### src/rtl/resize_controller.sv
// resize_controller: frame downscaler that consumes a raster of {r,g,b}
// pixels and writes every S-th pixel of every S-th line (S = 1, 2 or 4)
// into an output buffer. It writes addresses in raster order of the
// reduced image.
// Optional feature macro: RESIZE_HAVG_EN. When it is defined, each written
// pixel is the horizontal box average of S source pixels on the selected
// line. When it is undefined, the design does plain decimation.
module resize_controller #(
   parameter int IMG_W = 768,
   parameter int IMG_H = 512
) (
   input  logic        horizontal_clock,
   input  logic        horizontal_reset,
   input  logic        start,
   input  logic [1:0]  scale_sel,
   input  logic        horizontal_sync,
   input  logic [7:0]  r,
   input  logic [7:0]  g,
   input  logic [7:0]  b,
   output logic        wr_en,
   output logic [18:0] wr_addr,
   output logic [23:0] wr_data,
   output logic        busy,
   output logic        done,
   output logic        err
);

   localparam int CW = $clog2(IMG_W);
   localparam int RW = $clog2(IMG_H);
   localparam logic [CW-1:0] COL_LAST = CW'(IMG_W - 1);
   localparam logic [RW-1:0] ROW_LAST = RW'(IMG_H - 1);

   typedef enum logic [1:0] {
      IDLE,
      ARMED,
      ACTIVE,
      DONE
   } state_t;

   state_t        state_reg;
   state_t        state_next;

   logic [CW-1:0] col_reg;
   logic [RW-1:0] row_reg;
   // Low-bit mask for the latched scale: 00 -> S=1, 01 -> S=2, 11 -> S=4.
   logic [1:0]    mask_reg;
   // The write address is a running count, because writes come out in
   // output raster order.
   logic [18:0]   addr_cnt_reg;

   logic          wr_en_reg;
   logic [18:0]   wr_addr_reg;
   logic [23:0]   wr_data_reg;
   logic          err_reg;

   logic          accept;
   logic          reject;
   logic          consume;

   logic          row_sel;
   logic          col_grp_first;
   logic          pixel_write;
   logic [23:0]   pixel_data;

   // The pixel position inside its S x S tile comes from the two low
   // counter bits. IMG_W and IMG_H are multiples of 4, so these bits exist.
   assign row_sel       = (row_reg[1:0] & mask_reg) == 2'b00;
   assign col_grp_first = (col_reg[1:0] & mask_reg) == 2'b00;

`ifdef RESIZE_HAVG_EN
   logic [23:0] pixel_in;
   logic [1:0]  shift_amt;
   logic [23:0] avg_data;
   logic        col_grp_last;

   assign pixel_in     = {r, g, b};
   // log2(S) recovered from the mask.
   assign shift_amt    = {mask_reg[1], mask_reg[0] & ~mask_reg[1]};
   assign col_grp_last = (col_reg[1:0] & mask_reg) == mask_reg;

   genvar gi;
   generate
      for (gi = 0; gi < 3; gi++) begin : g_chan
         logic [9:0] sum_reg;
         logic [9:0] sum_next;

         // The first pixel of a group restarts the sum. The others add to it.
         assign sum_next = col_grp_first ? {2'b00, pixel_in[8*gi +: 8]}
                                         : sum_reg + {2'b00, pixel_in[8*gi +: 8]};
         assign avg_data[8*gi +: 8] = 8'(sum_next >> shift_amt);

         // Per-channel running sum, advanced only on consumed pixels of selected lines.
         always_ff @(posedge horizontal_clock) begin
            if (horizontal_reset) begin
               sum_reg <= '0;
            end else if (consume && row_sel) begin
               sum_reg <= sum_next;
            end
         end
      end
   endgenerate

   // The write is issued once the last pixel of a group has arrived.
   assign pixel_write = consume && row_sel && col_grp_last;
   assign pixel_data  = avg_data;
`else
   assign pixel_write = consume && row_sel && col_grp_first;
   assign pixel_data  = {r, g, b};
`endif

   // State register.
   always_ff @(posedge horizontal_clock) begin
      if (horizontal_reset) begin
         state_reg <= IDLE;
      end else begin
         state_reg <= state_next;
      end
   end

   // Next-state logic, plus decoding of start requests and pixel consumption.
   always_comb begin
      state_next = state_reg;
      accept     = 1'b0;
      reject     = 1'b0;
      consume    = 1'b0;
      case (state_reg)
         IDLE: begin
            if (start) begin
               if (scale_sel == 2'b11) begin
                  reject = 1'b1;
               end else begin
                  accept     = 1'b1;
                  state_next = ARMED;
               end
            end
         end
         ARMED, ACTIVE: begin
            if (horizontal_sync) begin
               consume    = 1'b1;
               state_next = ACTIVE;
               if (col_reg == COL_LAST && row_reg == ROW_LAST) begin
                  state_next = DONE;
               end
            end
         end
         DONE: begin
            state_next = IDLE;
         end
         default: begin
            state_next = IDLE;
         end
      endcase
   end

   // Raster counters, scale latch, and the one-cycle registered write port.
   always_ff @(posedge horizontal_clock) begin
      if (horizontal_reset) begin
         col_reg      <= '0;
         row_reg      <= '0;
         mask_reg     <= 2'b00;
         addr_cnt_reg <= '0;
         wr_en_reg    <= 1'b0;
         wr_addr_reg  <= '0;
         wr_data_reg  <= '0;
         err_reg      <= 1'b0;
      end else begin
         wr_en_reg <= pixel_write;
         err_reg   <= reject;
         if (accept) begin
            col_reg      <= '0;
            row_reg      <= '0;
            addr_cnt_reg <= '0;
            case (scale_sel)
               2'b01:   mask_reg <= 2'b01;
               2'b10:   mask_reg <= 2'b11;
               default: mask_reg <= 2'b00;
            endcase
         end
         if (consume) begin
            if (col_reg == COL_LAST) begin
               col_reg <= '0;
               row_reg <= row_reg + 1'b1;
            end else begin
               col_reg <= col_reg + 1'b1;
            end
         end
         if (pixel_write) begin
            wr_addr_reg  <= addr_cnt_reg;
            wr_data_reg  <= pixel_data;
            addr_cnt_reg <= addr_cnt_reg + 19'd1;
         end
      end
   end

   assign wr_en   = wr_en_reg;
   assign wr_addr = wr_addr_reg;
   assign wr_data = wr_data_reg;
   assign err     = err_reg;
   assign busy    = (state_reg == ARMED) || (state_reg == ACTIVE);
   assign done    = (state_reg == DONE);

endmodule
### config.mk
export PLATFORM = sky130hd
export DESIGN_NAME = resize_controller
export DESIGN_NICKNAME = d
export VERILOG_FILES = /design/src/rtl/resize_controller.sv
export SDC_FILE = /design/constraint.sdc
export NUM_CORES = 1
export LEC_CHECK = 0
export ABC_CLOCK_PERIOD_IN_PS = 2000
export BUFFER_PORTS_ARGS = -buffer_cell sky130_fd_sc_hd__buf_2
export CAP_MARGIN = 10
export CORE_ASPECT_RATIO = 1.5
export CORE_MARGIN = 2
export CORE_UTILIZATION = 49
export DETAILED_ROUTE_END_ITERATION = 8
export PLACE_DENSITY = 0.75
export SKIP_CTS_REPAIR_TIMING = 1
export SLEW_MARGIN = 20
export SYNTH_ARGS = -nofsm -noshare
export SYNTH_HDL_FRONTEND = slang
export SYNTH_SLANG_ARGS = --single-unit
export TNS_END_PERCENT = 20
### constraint.sdc
create_clock -name horizontal_clock -period 2 [get_ports horizontal_clock]
set_input_delay 0 -clock horizontal_clock [delete_from_list [all_inputs] [get_ports horizontal_clock]]
set_output_delay 0 -clock horizontal_clock [all_outputs]
set_load 0.05 [all_outputs]
# Word-level counts from Yosys, hierarchy flattened
# Index checks and enable logic that the tools add are counted.
# totals
reg_bits	87
in_bits	30
wordCells	59
output_inout_bits	47
# classes
muxes	20
reduce_logical	12
addsub	3
n_eq_ne	11
bitwise	4
# ops
operator	n
19-bit two-way mux	2
10-bit two-way mux	3
9-bit two-way mux	3
19-bit by 1-bit adder with 19-bit output (second input constant)	1
10-bit by 1-bit adder with 10-bit output (second input constant)	1
10-bit equality test (second input constant)	1
9-bit by 1-bit adder with 9-bit output (second input constant)	1
9-bit equality test (second input constant)	1
2-bit equality test (second input constant)	4
1-bit two-way mux	7
2-bit zero test	3
2-bit two-way mux	3
2-bit inequality test (second input constant)	3
2-bit one-hot mux with 3 select lines	1
2-bit AND	2
2-bit by 1-bit equality test with 1-bit output (second input constant)	2
2-bit one-hot mux with 2 select lines	1
2-bit nonzero test	2
1-bit logical AND	3
3-bit AND reduction	1
3-bit OR reduction	1
1-bit inverter	2
2-bit OR reduction	1
1-bit logical OR	1

# Depth between registers and ports, before layout
# Gate-level depths: netlist (run 1).
# logic_depth
ltp_word	7
depth_mapped	9
ltp_nobuf	7

# Least setup slack after synthesis (run 1)
# No wires, ideal clock.
# synth_timing
path_type	register -> register
from	register state_reg[0]
to	register addr_cnt_reg[18]
setup_slack_ps	-361
path_stages_with_launch	8
path_buffers	1
required_ps	1926
period_less_slack_ps	2361
setup_ps	74
arrival_ps	2287
cell_sequence	dfxtp_1 -> inv_1 -> ha_1 -> nand2_1 -> or3_1 -> buf_2 -> or4_1 -> a31oi_1
# synth_between
elab_chain_len	6
elab_cells_between_ends	10
cone_classes	2 x eq/ne; 3 x mux; 5 x reduce/logical
# synth_rtl
item	line_no	source
from (decl)	40	state_t state_reg;
from (signal assigned)	116	state_reg <= state_next;
2-bit by 1-bit equality test with 1-bit output or 2-bit equality test (tied branches)	126	case (state_reg)
2-bit OR reduction	126	
1-bit two-way mux	126	
1-bit logical AND (2 in series)	107	assign pixel_write = consume && row_sel && col_grp_first;
19-bit two-way mux or 2-bit nonzero test (tied branches)	--	
to (signal assigned)	190	addr_cnt_reg <= addr_cnt_reg + 19'd1;
to (decl)	49	logic [18:0] addr_cnt_reg;
# Several ways; a longest one is shown, not always the timed one.
# A chain may end at the register's enable or synchronous reset.

# Worst setup path in the final report (run 1)
# layout_timing
from	register state_reg[0]
to	register wr_data_reg[5] (netlist: wr_data[5])
# layout_between
elab_chain_len	5
elab_cells_between_ends	6
cone_classes	2 x eq/ne; 1 x mux; 3 x reduce/logical
# layout_rtl
item	line_no	source
2-bit by 1-bit equality test with 1-bit output or 2-bit equality test (tied branches)	126	
2-bit OR reduction *	126	
1-bit two-way mux *	126	
1-bit logical AND * (2 in series)	107	
to (signal assigned)	189	wr_data_reg <= pixel_data;
to (decl)	53	logic [23:0] wr_data_reg;
# Every way passes the cells marked *; elsewhere a longest branch is shown, timed or not.

==> results.ini, run 1 <==
[clock_tree]
cts_tree = yes
clock_path_buffers = 2
clock_latency_ns = 0.34
clock_sinks = 87
cts-htree-levels = 3
cts.reportedPaths.clkPinSlew_ns = 0.06
cts_root_buf = clkbuf_16
cts_buffers = 9

[synth]
yosysSeqAreaShare_pct = 45.48
ys.flop_type = dfxtp_1
synthCells = 478
yosysUniqueCellTypes = 46
async_flop_share_pct = 0
synth_edf_count = 0
ys_ff_latch = 87
syn-num-nets = 516
syn_area_per_cell_um2 = 8.012
yosys_warnings = 0
mappedNetlistArea_um2 = 3830

[routing]
drt_iter0_drc = 224
wl_per_cell_um = 13.54
drt_first_pass_iters = 5
vias = 3787
drtAntennaViolNets = 0
wirelength_um = 9274
drc_errors = 0
routed_via_density = 5.528

[global_route]
grt_pass1_vias = 3492
globalRouteOverflowTotal = 0
grt_usage_pct = 21.15
antenna_found_initial = 0
grt_max_degree = 60
grt_pass1_wl_um = 14970

[timing]
fin_crit_ns = 1.876
setup_viol = 0
fmax_mhz = 533.0
hold-worst-slack_ns = -0.01941
period_share_pct = 93.81
fin_setup_tns_ns = 0
rsz0062_at_grt = no
hold_viol_final = 1
layout_setup_ws_ns = 0.1238
worst_pin_slew_ns = 0.5753
fin_skew_ns = 0.005802
relSlewSlack_pct = 61.65
slew_viol_final = 0

[worst_hold_path]
hp-class = primary input to register

[floorplanning]
rows = 39
ioPinCount = 77
fp.dieH_um = 112.3
die_area_um2 = 8554
die_w_um = 76.19
core_area_um2 = 7612
initial_core_util_pct = 50.31

[cells_and_area]
stdcell_count = 685
drive_above_1_share_pct = 21.44
nNetsFinal = 616
largest_register_ffs = 24
syn_to_final_growth_pct = 30.81
diodes = 0
fill_cells = 643
stdcell_area_um2 = 5010

[power]
clock_power_share_pct = 35.7
leakage_nw = 1.982
power_frac_comb_pct = 25.8
power_density_nw_per_um2 = 980.3
intPower_w = 0.003329
ir_drop_mv = 0.6525
p_sw_w = 0.001582
power_frac_seq_pct = 38.5
swShare_pct = 32.22

[worst_setup_path]
worst-path-max-fanout = 29
startpoint_type = register
endpoint_kind = register
cp.arrival_ns = 2.13
reg2reg_setup_slack_ns = 0.12
crit_required_ns = 2.26
critPathKind = register to register

[placement]
dpl_cell_area_um2 = 4405
gp_congestion = 0.8448
port_buffers = 76
dp_hpwl_um = 6086
place_inst = 642
pre_cts_slack_ns = 0.01135

[status]
violations = negative hold slack
status = finished with violations

[run]
max_cap_viol_count = 0

[power by group through the flow]
stage | Clock [W] | Combinational (W) | Sequential, W
after detailed placement | 0 | 0.00118 | 0.00193
after CTS | 0.00179 | 0.00118 | 0.00189
final | 0.00175 | 0.00127 | 0.00189
after global placement | 0 | 0.00116 | 0.00192
after global routing | 0.00187 | 0.00137 | 0.00190
after floorplan | 0 | 0.000622 | 0.00218
[placed cells by master, fill, tap and decap left out, types with 3 or more instances in the layout]
| cell type | count |
|---|---|
| nand2_1 | 118 |
| or3_1 | 4 |
| inv_1 | 6 |
| clkbuf_16 | 10 |
| nand4_1 | 7 |
| and3_1 | 5 |
| dlygate4sd3_1 | 25 |
| buf_4 | 19 |
| a21o_1 | 6 |
| a31oi_1 | 7 |
| ha_1 | 6 |
| nand4b_1 | 4 |
| dfxtp_2 | 3 |
| nand3_1 | 23 |
| nor2_1 | 13 |
| and2_1 | 3 |
| nor3_1 | 8 |
| a41oi_1 | 4 |
| a211oi_1 | 10 |
| o31a_1 | 3 |
| o21ai_0 | 8 |
| a21oi_1 | 63 |
| dfxtp_1 | 84 |
| buf_2 | 76 |
| nand2b_1 | 4 |
| mux2i_1 | 4 |
| a311oi_1 | 10 |
| and4_1 | 5 |
| nor4_1 | 3 |
[kinds of logic (layout without fill, tap and decap cells)]
| group | Yosys count | count (layout) | synth area share (%) |
|---|---|---|---|
| compound gates | 128 | 128 | 21.01 |
| mux | 4 | 4 | 1.045 |
| xor+xnor | 2 | 2 | 0.4575 |
| flops | 87 | 87 | 45.48 |
| buf+inv | 42 | 147 | 4.247 |
| simple gates | 207 | 207 | 25.16 |
| fa+ha+maj | 8 | 8 | 2.614 |
[cell usage after synthesis, types with 6 or more instances]
cell type    n  area [um^2]
a21o_1       6        45.04
a211oi_1    10        75.07
nand3_1     23        115.1
o21ai_0      8        40.04
nor2_1      13        48.80
inv_1        8        30.03
a21oi_1     63        315.3
nor3_1       8        40.04
ha_1         8        100.1
a311oi_1    10        87.58
nand2_1    119        446.7
nand4_1      7        43.79
a31oi_1      7        43.79
dfxtp_1     87         1742
clkbuf_1    27        101.4
[stage by stage]
stage / hold slack, ns / util (%) / total power [W]
finish: -0.01941 / 65.81 / 0.004911
global route: 0.005904 / 65.81 / 0.005142
CTS: -0.1122 / 62.00 / 0.004857
detailed placement: 0.2467 / 57.87 / 0.003106
global placement: 0.2400 / 57.87 / 0.003083
floorplan: 0.1183 / - / 0.002800
[final timing paths]
kind                             start                  endpoint  cells past startpoint
min                       scale_sel[1]  mask_reg[0]$_SDFFE_PP0P_                      3
max reg2reg  state_reg[0]$_SDFFE_PP0P_   wr_data[5]$_SDFFE_PP0P_                      9
max          state_reg[0]$_SDFFE_PP0P_   wr_data[5]$_SDFFE_PP0P_                      9
min reg2reg    wr_addr[1]$_SDFFE_PP0P_   wr_addr[1]$_SDFFE_PP0P_                      2
[cell type report]
cell class | instances | area, um^2 | share of cell area, %
clock buffer | 10 | 229.0 | 4.570
clock inverter | 6 | 85.08 | 1.698
inverter | 8 | 30.03 | 0.5994
multi-input combinational | 349 | 1954 | 39.01
sequential | 87 | 1745 | 34.84
tap | 102 | 127.6 | 2.547
timing repair buffer | 123 | 838.3 | 16.73
[worst max-delay path: stages (launching register included)]
cell and delay, ns:
dfxtp_2 0.35, inv_2 0.05, ha_4 0.26, nand2_2 0.06
buf_4 0.18, nor3_4 0.24, buf_12 0.20, buf_4 0.22
nand2_1 0.08, a21oi_1 0.15
[layer usage]
| layer | part of all wire, % | wire length [um] | global-route usage [%] |
|---|---|---|---|
| met5 | 0 | 0 | 0 |
| met4 | 2.8 | 257 | 10.06 |
| met3 | 3.7 | 342 | 3.859 |
| met2 | 53 | 4950 | 38.87 |
| met1 | 40 | 3724 | 23.43 |
(Power assumes the default switching activity.)
==> run 2, diff against run 1 <==
--- a/config.mk
+++ b/config.mk
@@ -13,6 +13,7 @@
 export CORE_UTILIZATION = 49
 export DETAILED_ROUTE_END_ITERATION = 8
 export PLACE_DENSITY = 0.75
+export RECOVER_POWER = 50
 export SKIP_CTS_REPAIR_TIMING = 1
 export SLEW_MARGIN = 20
 export SYNTH_ARGS = -nofsm -noshare
==> run 2 against run 1 <==
The flow still finishes with violations (negative hold slack). Die area is the same. Sequential share of layout area grew 0.46 points. Power shrank 0.48%. Maximum frequency shrank 0.42%. Via count grew 0.37%. First-iteration DRC count grew 2.7%. Clock-buffer cell count is the same. Critical path depth is the same. Final cell count is the same. Utilization shrank 0.85 points. Setup slack lost 0.0079 ns. Critical endpoint unchanged. Highest routed layer unchanged.
==> results.ini, run 2 (same netlist as run 1, synthesis figures left out) <==
[cells_and_area]
nNetsFinal = 616  ; unchanged
final_cell_mix = 118 x nand2_1, 84 x dfxtp_1, 63 x a21oi_1, 49 x clkbuf_1, 29 x buf_2  ; was 118 x nand2_1, 84 x dfxtp_1, 76 x buf_2, 63 x a21oi_1, 25 x dlygate4sd3_1
fill_cells = 673  ; was 643
syn_to_final_growth_pct = 29.11  ; was 30.81%
ff_latch_area_um2 = 1745  ; unchanged
stdcell_area_um2 = 4945  ; was 5010 um^2
largest_register_ffs = 24  ; unchanged
diodes = 0  ; unchanged
drive_above_1_share_pct = 13.04  ; was 21.44%
final_common_cell = nand2_1  ; unchanged
multi_input_area_um2 = 1954  ; unchanged

[clock_tree]
cts_root_buf = clkbuf_16  ; unchanged
cts-htree-levels = 3  ; unchanged
clock_path_buffers = 2  ; unchanged
clock_latency_ns = 0.34  ; about the same
cts_tree = yes  ; unchanged
clock_sinks = 87  ; unchanged
cts_buffers = 9  ; unchanged
cts.reportedPaths.clkPinSlew_ns = 0.06  ; about the same

[global_route]
grt_pass1_vias = 3492  ; unchanged
grt_pass1_wl_um = 14970  ; unchanged
globalRouteOverflowTotal = 0  ; unchanged
antenna_found_initial = 0  ; unchanged
grt_usage_pct = 21.15  ; unchanged
grt_max_degree = 60  ; unchanged

[timing]
fin_crit_ns = 1.884  ; was 1.876 ns
fin_skew_ns = 0.005454  ; was 0.005802 ns
relSlewSlack_pct = 57.04  ; was 61.65%
period_share_pct = 94.20  ; was 93.81%
worst_pin_slew_ns = 0.6472  ; was 0.5753 ns
hold_viol_final = 1  ; unchanged
fmax_mhz = 530.8  ; was 533.0 MHz
hold-worst-slack_ns = -0.02005  ; was -0.01941 ns
rsz0062_at_grt = no  ; unchanged
slew_viol_final = 0  ; unchanged
fin_setup_tns_ns = 0  ; unchanged
setup_viol = 0  ; unchanged

[worst_setup_path]
critPathKind = register to register  ; unchanged
cp.arrival_ns = 2.14  ; was 2.13 ns
endpoint_kind = register  ; unchanged
worst_path_dominant_cell_family = buffers and inverters  ; unchanged
crit_chain = inv_1, ha_4, nand2_2, buf_4, nor3_4, buf_12, buf_4, nand2_1, a21oi_1  ; was inv_2, ha_4, nand2_2, buf_4, nor3_4, buf_12, buf_4, nand2_1, a21oi_1
crit_required_ns = 2.26  ; about the same
critPathSlowestCell = dfxtp_2  ; unchanged
worst-path-max-fanout = 29  ; unchanged
crit_top_cell = buf_4  ; unchanged
critPathBufInv = 4  ; unchanged
max_stage_delay_ns = 0.34  ; was 0.35 ns
startpoint_type = register  ; unchanged

[routing]
drt_iter0_drc = 230  ; was 224
wirelength_um = 9342  ; was 9274 um
drt_first_pass_iters = 4  ; was 5
drc_errors = 0  ; unchanged
drtAntennaViolNets = 0  ; unchanged
vias = 3801  ; was 3787
routed_via_density = 5.549  ; was 5.528
wl_per_cell_um = 13.64  ; was 13.54 um

[placement]
dpl_cell_area_um2 = 4405  ; unchanged
dp_hpwl_um = 6086  ; unchanged
port_buffers = 76  ; unchanged
gp_congestion = 0.8448  ; unchanged

[floorplanning]
die_w_um = 76.19  ; unchanged
ioPinCount = 77  ; unchanged
die_area_um2 = 8554  ; unchanged
initial_core_util_pct = 50.31  ; unchanged
fp.dieH_um = 112.3  ; unchanged
core_area_um2 = 7612  ; unchanged
rows = 39  ; unchanged

[power]
power_density_nw_per_um2 = 988.5  ; was 980.3 nW/um^2
ir_drop_mv = 0.6532  ; was 0.6525 mV
leakage_nw = 1.775  ; was 1.982 nW
total_power_w = 0.004888  ; was 0.004911 W

[worst_hold_path]
hp-class = primary input to register  ; unchanged

[status]
status = finished with violations  ; unchanged
violations = negative hold slack  ; unchanged

[run]
max_cap_viol_count = 0  ; unchanged

==> run 2: cell types whose count changed in the layout (fill, tap and decap cells not counted) <==
cell and delta:
buf_2 -47, clkbuf_2 +1, inv_1 +1, buf_4 -2, clkbuf_1 +48, inv_2 -1, and2_1 -1, and2_0 +1
==> run 2: worst min-delay path, delay by kind of cell <==
kind | cells | cell delay (ns)
AOI/OAI and AO/OA | 1 | 0.05
adders and majority gates | 1 | 0.11
buffers and inverters | 1 | 0.09
==> run 2: metal layers <==
metal / share of wire, % / up-vias / track usage, % / routed length, um
met5: 0 / - / 0 / 0
met4: 2.6 / 0 / 10.06 / 242
met3: 3.3 / 25 / 3.859 / 305
met2: 53 / 83 / 38.87 / 4967
met1: 41 / 1799 / 23.43 / 3827
li1: - / 1894 / - / -
==> run 2: final timing paths <==
check	startpoint	end	slack (ns)	depth (start not counted)
max	state_reg[1]$_SDFFE_PP0P_	wr_data[5]$_SDFFE_PP0P_	0.12	9
min	scale_sel[1]	mask_reg[0]$_SDFFE_PP0P_	-0.02	3
max reg2reg	state_reg[1]$_SDFFE_PP0P_	wr_data[5]$_SDFFE_PP0P_	0.12	9
min reg2reg	wr_addr[10]$_SDFFE_PP0P_	wr_addr[10]$_SDFFE_PP0P_	0.45	2
==> run 2: per-stage QoR <==
step	std cells	util (%)	worst slack, ns	hold WS, ns
finish	685	64.96	0.1159	-0.02005
global placement	642	57.87	0.05424	0.2400
global route	685	64.96	0.01942	0.005904
CTS	658	62.00	0.01036	-0.1122
detailed placement	642	57.87	0.01135	0.2467
floorplan	478	-	0.02436	0.1183
==> run 2: final cells by class <==
type | instances | area share, %
multi-input combinational | 349 | 39.52
sequential | 87 | 35.30
inverter | 8 | 0.6073
tap | 102 | 2.581
clock inverter | 6 | 1.721
clock buffer | 10 | 4.631
timing repair buffer | 123 | 15.64
==> run 2: report_power, final <==
group	switching [W]	internal [W]
clock network	0.000669	0.00109
logic	0.000860	0.000376
registers	0.0000583	0.00184
total	0.00159	0.00330
==> run 3, diff against run 2 <==
--- a/config.mk
+++ b/config.mk
@@ -8,11 +8,13 @@
 export ABC_CLOCK_PERIOD_IN_PS = 2000
 export BUFFER_PORTS_ARGS = -buffer_cell sky130_fd_sc_hd__buf_2
 export CAP_MARGIN = 10
+export CELL_PAD_IN_SITES_DETAIL_PLACEMENT = 1
+export CELL_PAD_IN_SITES_GLOBAL_PLACEMENT = 1
 export CORE_ASPECT_RATIO = 1.5
 export CORE_MARGIN = 2
-export CORE_UTILIZATION = 49
+export CORE_UTILIZATION = 36
 export DETAILED_ROUTE_END_ITERATION = 8
-export PLACE_DENSITY = 0.75
+export PLACE_DENSITY_LB_ADDON = 0.1
 export RECOVER_POWER = 50
 export SKIP_CTS_REPAIR_TIMING = 1
 export SLEW_MARGIN = 20
==> run 3 against run 2 <==
The run now ends clean. First-iteration DRC count down 65%. Non-clock buffer count up 4. Clock-buffer cell count unchanged. Power up 1.6%. Routed wire length up 21%. Sequential power about the same. Clock skew up 0.0029 ns. Critical path type unchanged. Largest power group unchanged.
==> results.ini, run 3 (same netlist as run 1, synthesis figures left out) <==
[power]
power_density_nw_per_um2 = 989.4  ; was 988.5 nW/um^2
clock_power_share_pct = 36.6  ; was 36.0%
power_frac_comb_pct = 25.2  ; was 25.3%
swShare_pct = 33.55  ; was 32.47%
leakage_nw = 1.790  ; was 1.775 nW
p_sw_w = 0.001666  ; was 0.001587 W
ir_drop_mv = 0.4778  ; was 0.6532 mV
power_frac_seq_pct = 38.1  ; was 38.7%
intPower_w = 0.003300  ; was 0.003301 W

[worst_setup_path]
crit_required_ns = 2.24  ; was 2.26 ns
startpoint_type = register  ; unchanged
crit_chain = inv_2, ha_4, nand2_2, buf_4, nor3_4, buf_12, o21ai_0, a311oi_1  ; was inv_1, ha_4, nand2_2, buf_4, nor3_4, buf_12, buf_4, nand2_1, a21oi_1
r2r-end = addr_cnt_reg[11]$_SDFFE_PP0P_  ; was wr_data[5]$_SDFFE_PP0P_
critPathKind = register to register  ; unchanged
critPathSlowestCell = dfxtp_2  ; unchanged
worst_path_dominant_cell_family = buffers and inverters  ; unchanged
endpoint = addr_cnt_reg[11]$_SDFFE_PP0P_  ; was wr_data[5]$_SDFFE_PP0P_
max_stage_delay_ns = 0.36  ; was 0.34 ns
worst-path-max-fanout = 55  ; was 29
critPathBufInv = 3  ; was 4
path_depth = 8  ; was 9
endpoint_kind = register  ; unchanged
reg2regPathDepth = 8  ; was 9
r2r_start = state_reg[0]$_SDFFE_PP0P_  ; was state_reg[1]$_SDFFE_PP0P_
reg2reg_setup_slack_ns = 0.09  ; was 0.12 ns
cp.arrival_ns = 2.15  ; was 2.14 ns
critical_path.startpoint = state_reg[0]$_SDFFE_PP0P_  ; was state_reg[1]$_SDFFE_PP0P_

[timing]
hold_viol_final = 0  ; was 1
fin_skew_ns = 0.008350  ; was 0.005454 ns
setup_viol = 0  ; unchanged
fin_setup_tns_ns = 0  ; unchanged
worst_pin_slew_ns = 0.6657  ; was 0.6472 ns
fin_crit_ns = 1.906  ; was 1.884 ns
slew_viol_final = 0  ; unchanged
period_share_pct = 95.32  ; was 94.20%
relSlewSlack_pct = 55.81  ; was 57.04%
hold-worst-slack_ns = 0.01158  ; was -0.02005 ns
fmax_mhz = 524.6  ; was 530.8 MHz
rsz0062_at_grt = no  ; unchanged
layout_setup_ws_ns = 0.09364  ; was 0.1159 ns

[clock_tree]
cts_root_buf = clkbuf_16  ; unchanged
clock_sinks = 87  ; unchanged
cts-htree-levels = 3  ; unchanged
clock_latency_ns = 0.34  ; about the same
cts_tree = yes  ; unchanged
cts_buffers = 9  ; unchanged
cts.reportedPaths.clkPinSlew_ns = 0.07  ; was 0.06 ns
clock_path_buffers = 2  ; unchanged

[global_route]
grt_pass1_vias = 3682  ; was 3492
grt_usage_pct = 19.17  ; was 21.15%
grt_max_degree = 56  ; was 60
antenna_found_initial = 0  ; unchanged
globalRouteOverflowTotal = 0  ; unchanged
grt_pass1_wl_um = 17550  ; was 14970 um

[floorplanning]
die_area_um2 = 11500  ; was 8554 um^2
core_area_um2 = 10480  ; was 7612 um^2
die_w_um = 88.22  ; was 76.19 um
ioPinCount = 77  ; unchanged
rows = 46  ; was 39
fp.dieH_um = 130.3  ; was 112.3 um
initial_core_util_pct = 36.56  ; was 50.31%

[placement]
port_buffers = 76  ; unchanged
dp_hpwl_um = 7548  ; was 6086 um
pre_cts_slack_ns = -0.03360  ; was 0.01135 ns
dpl_cell_area_um2 = 4503  ; was 4405 um^2
gp_congestion = 0.8064  ; was 0.8448

[cells_and_area]
final_cell_mix = 118 x nand2_1, 85 x dfxtp_1, 63 x a21oi_1, 50 x clkbuf_1, 29 x buf_2  ; was 118 x nand2_1, 84 x dfxtp_1, 63 x a21oi_1, 49 x clkbuf_1, 29 x buf_2
diodes = 0  ; unchanged
nNetsFinal = 620  ; was 616
syn_to_final_growth_pct = 31.07  ; was 29.11%
largest_register_ffs = 24  ; unchanged
stdcell_area_um2 = 5020  ; was 4945 um^2
final_core_util_pct = 47.92  ; was 64.96%
final_common_cell = nand2_1  ; unchanged
drive_above_1_share_pct = 13.80  ; was 13.04%

[worst_hold_path]
hp-start = scale_sel[1]  ; unchanged
hp-class = primary input to register  ; unchanged

[routing]
drc_errors = 0  ; unchanged
drt_iter0_drc = 81  ; was 230
vias = 3904  ; was 3801
drtAntennaViolNets = 0  ; unchanged
wirelength_um = 11330  ; was 9342 um
drt_first_pass_iters = 4  ; unchanged
routed_via_density = 5.341  ; was 5.549
wl_per_cell_um = 15.49  ; was 13.64 um

[status]
status = finished, final reports clean  ; was finished with violations

[run]
max_cap_viol_count = 0  ; unchanged

run 3: worst min-delay path, delay by kind of cell:
family / cells / cell delay (ns)
AOI/OAI and AO/OA: 1 / 0.06
buffers and inverters: 1 / 0.11
adders and majority gates: 1 / 0.12
run 3: power groups by stage:
stage          sequential [W]  combinational, W  clock [W]
2_1_floorplan         0.00218          0.000622          0
3_3_place_gp          0.00192           0.00121          0
3_5_place_dp          0.00193           0.00124          0
4_1_cts               0.00189           0.00124    0.00187
5_1_grt               0.00191           0.00137    0.00194
6_report              0.00189           0.00125    0.00182
run 3: layout make-up:
| type | count | area [um^2] |
|---|---|---|
| clock buffers | 10 | 229.0 |
| clock inverters | 6 | 92.59 |
| fillers | 1328 | 5455 |
| inverters | 8 | 30.03 |
| multi-input cells | 349 | 1962 |
| flip-flops and latches | 87 | 1744 |
| well taps | 144 | 180.2 |
| repair buffers | 127 | 782.0 |
run 3: how the worst min path moves through the flow:
stage	endpoint	slack [ns]	depth (start not counted)
2_1_floorplan	err$_SDFF_PP0_	0.12	2
3_3_place_gp	wr_data[18]$_SDFFE_PP0P_	0.24	3
3_5_place_dp	wr_data[20]$_SDFFE_PP0P_	0.25	3
4_1_cts	wr_data[20]$_SDFFE_PP0P_	-0.11	3
5_1_grt	mask_reg[0]$_SDFFE_PP0P_	0.03	3
6_report	mask_reg[0]$_SDFFE_PP0P_	0.01	3
run 3: metrics by stage:
stage,power [W],std cells
after floorplan,0.002800,478
after global placement,0.003139,690
after detailed placement,0.003174,690
after CTS,0.005005,706
after global routing,0.005224,731
final,0.004967,731
run 3: layer usage:
layer | track usage [%] | share of wire (%)
met5 | 0 | 0
met4 | 6.506 | 1.9
met3 | 3.669 | 2.9
met2 | 34.37 | 54
met1 | 22.53 | 41
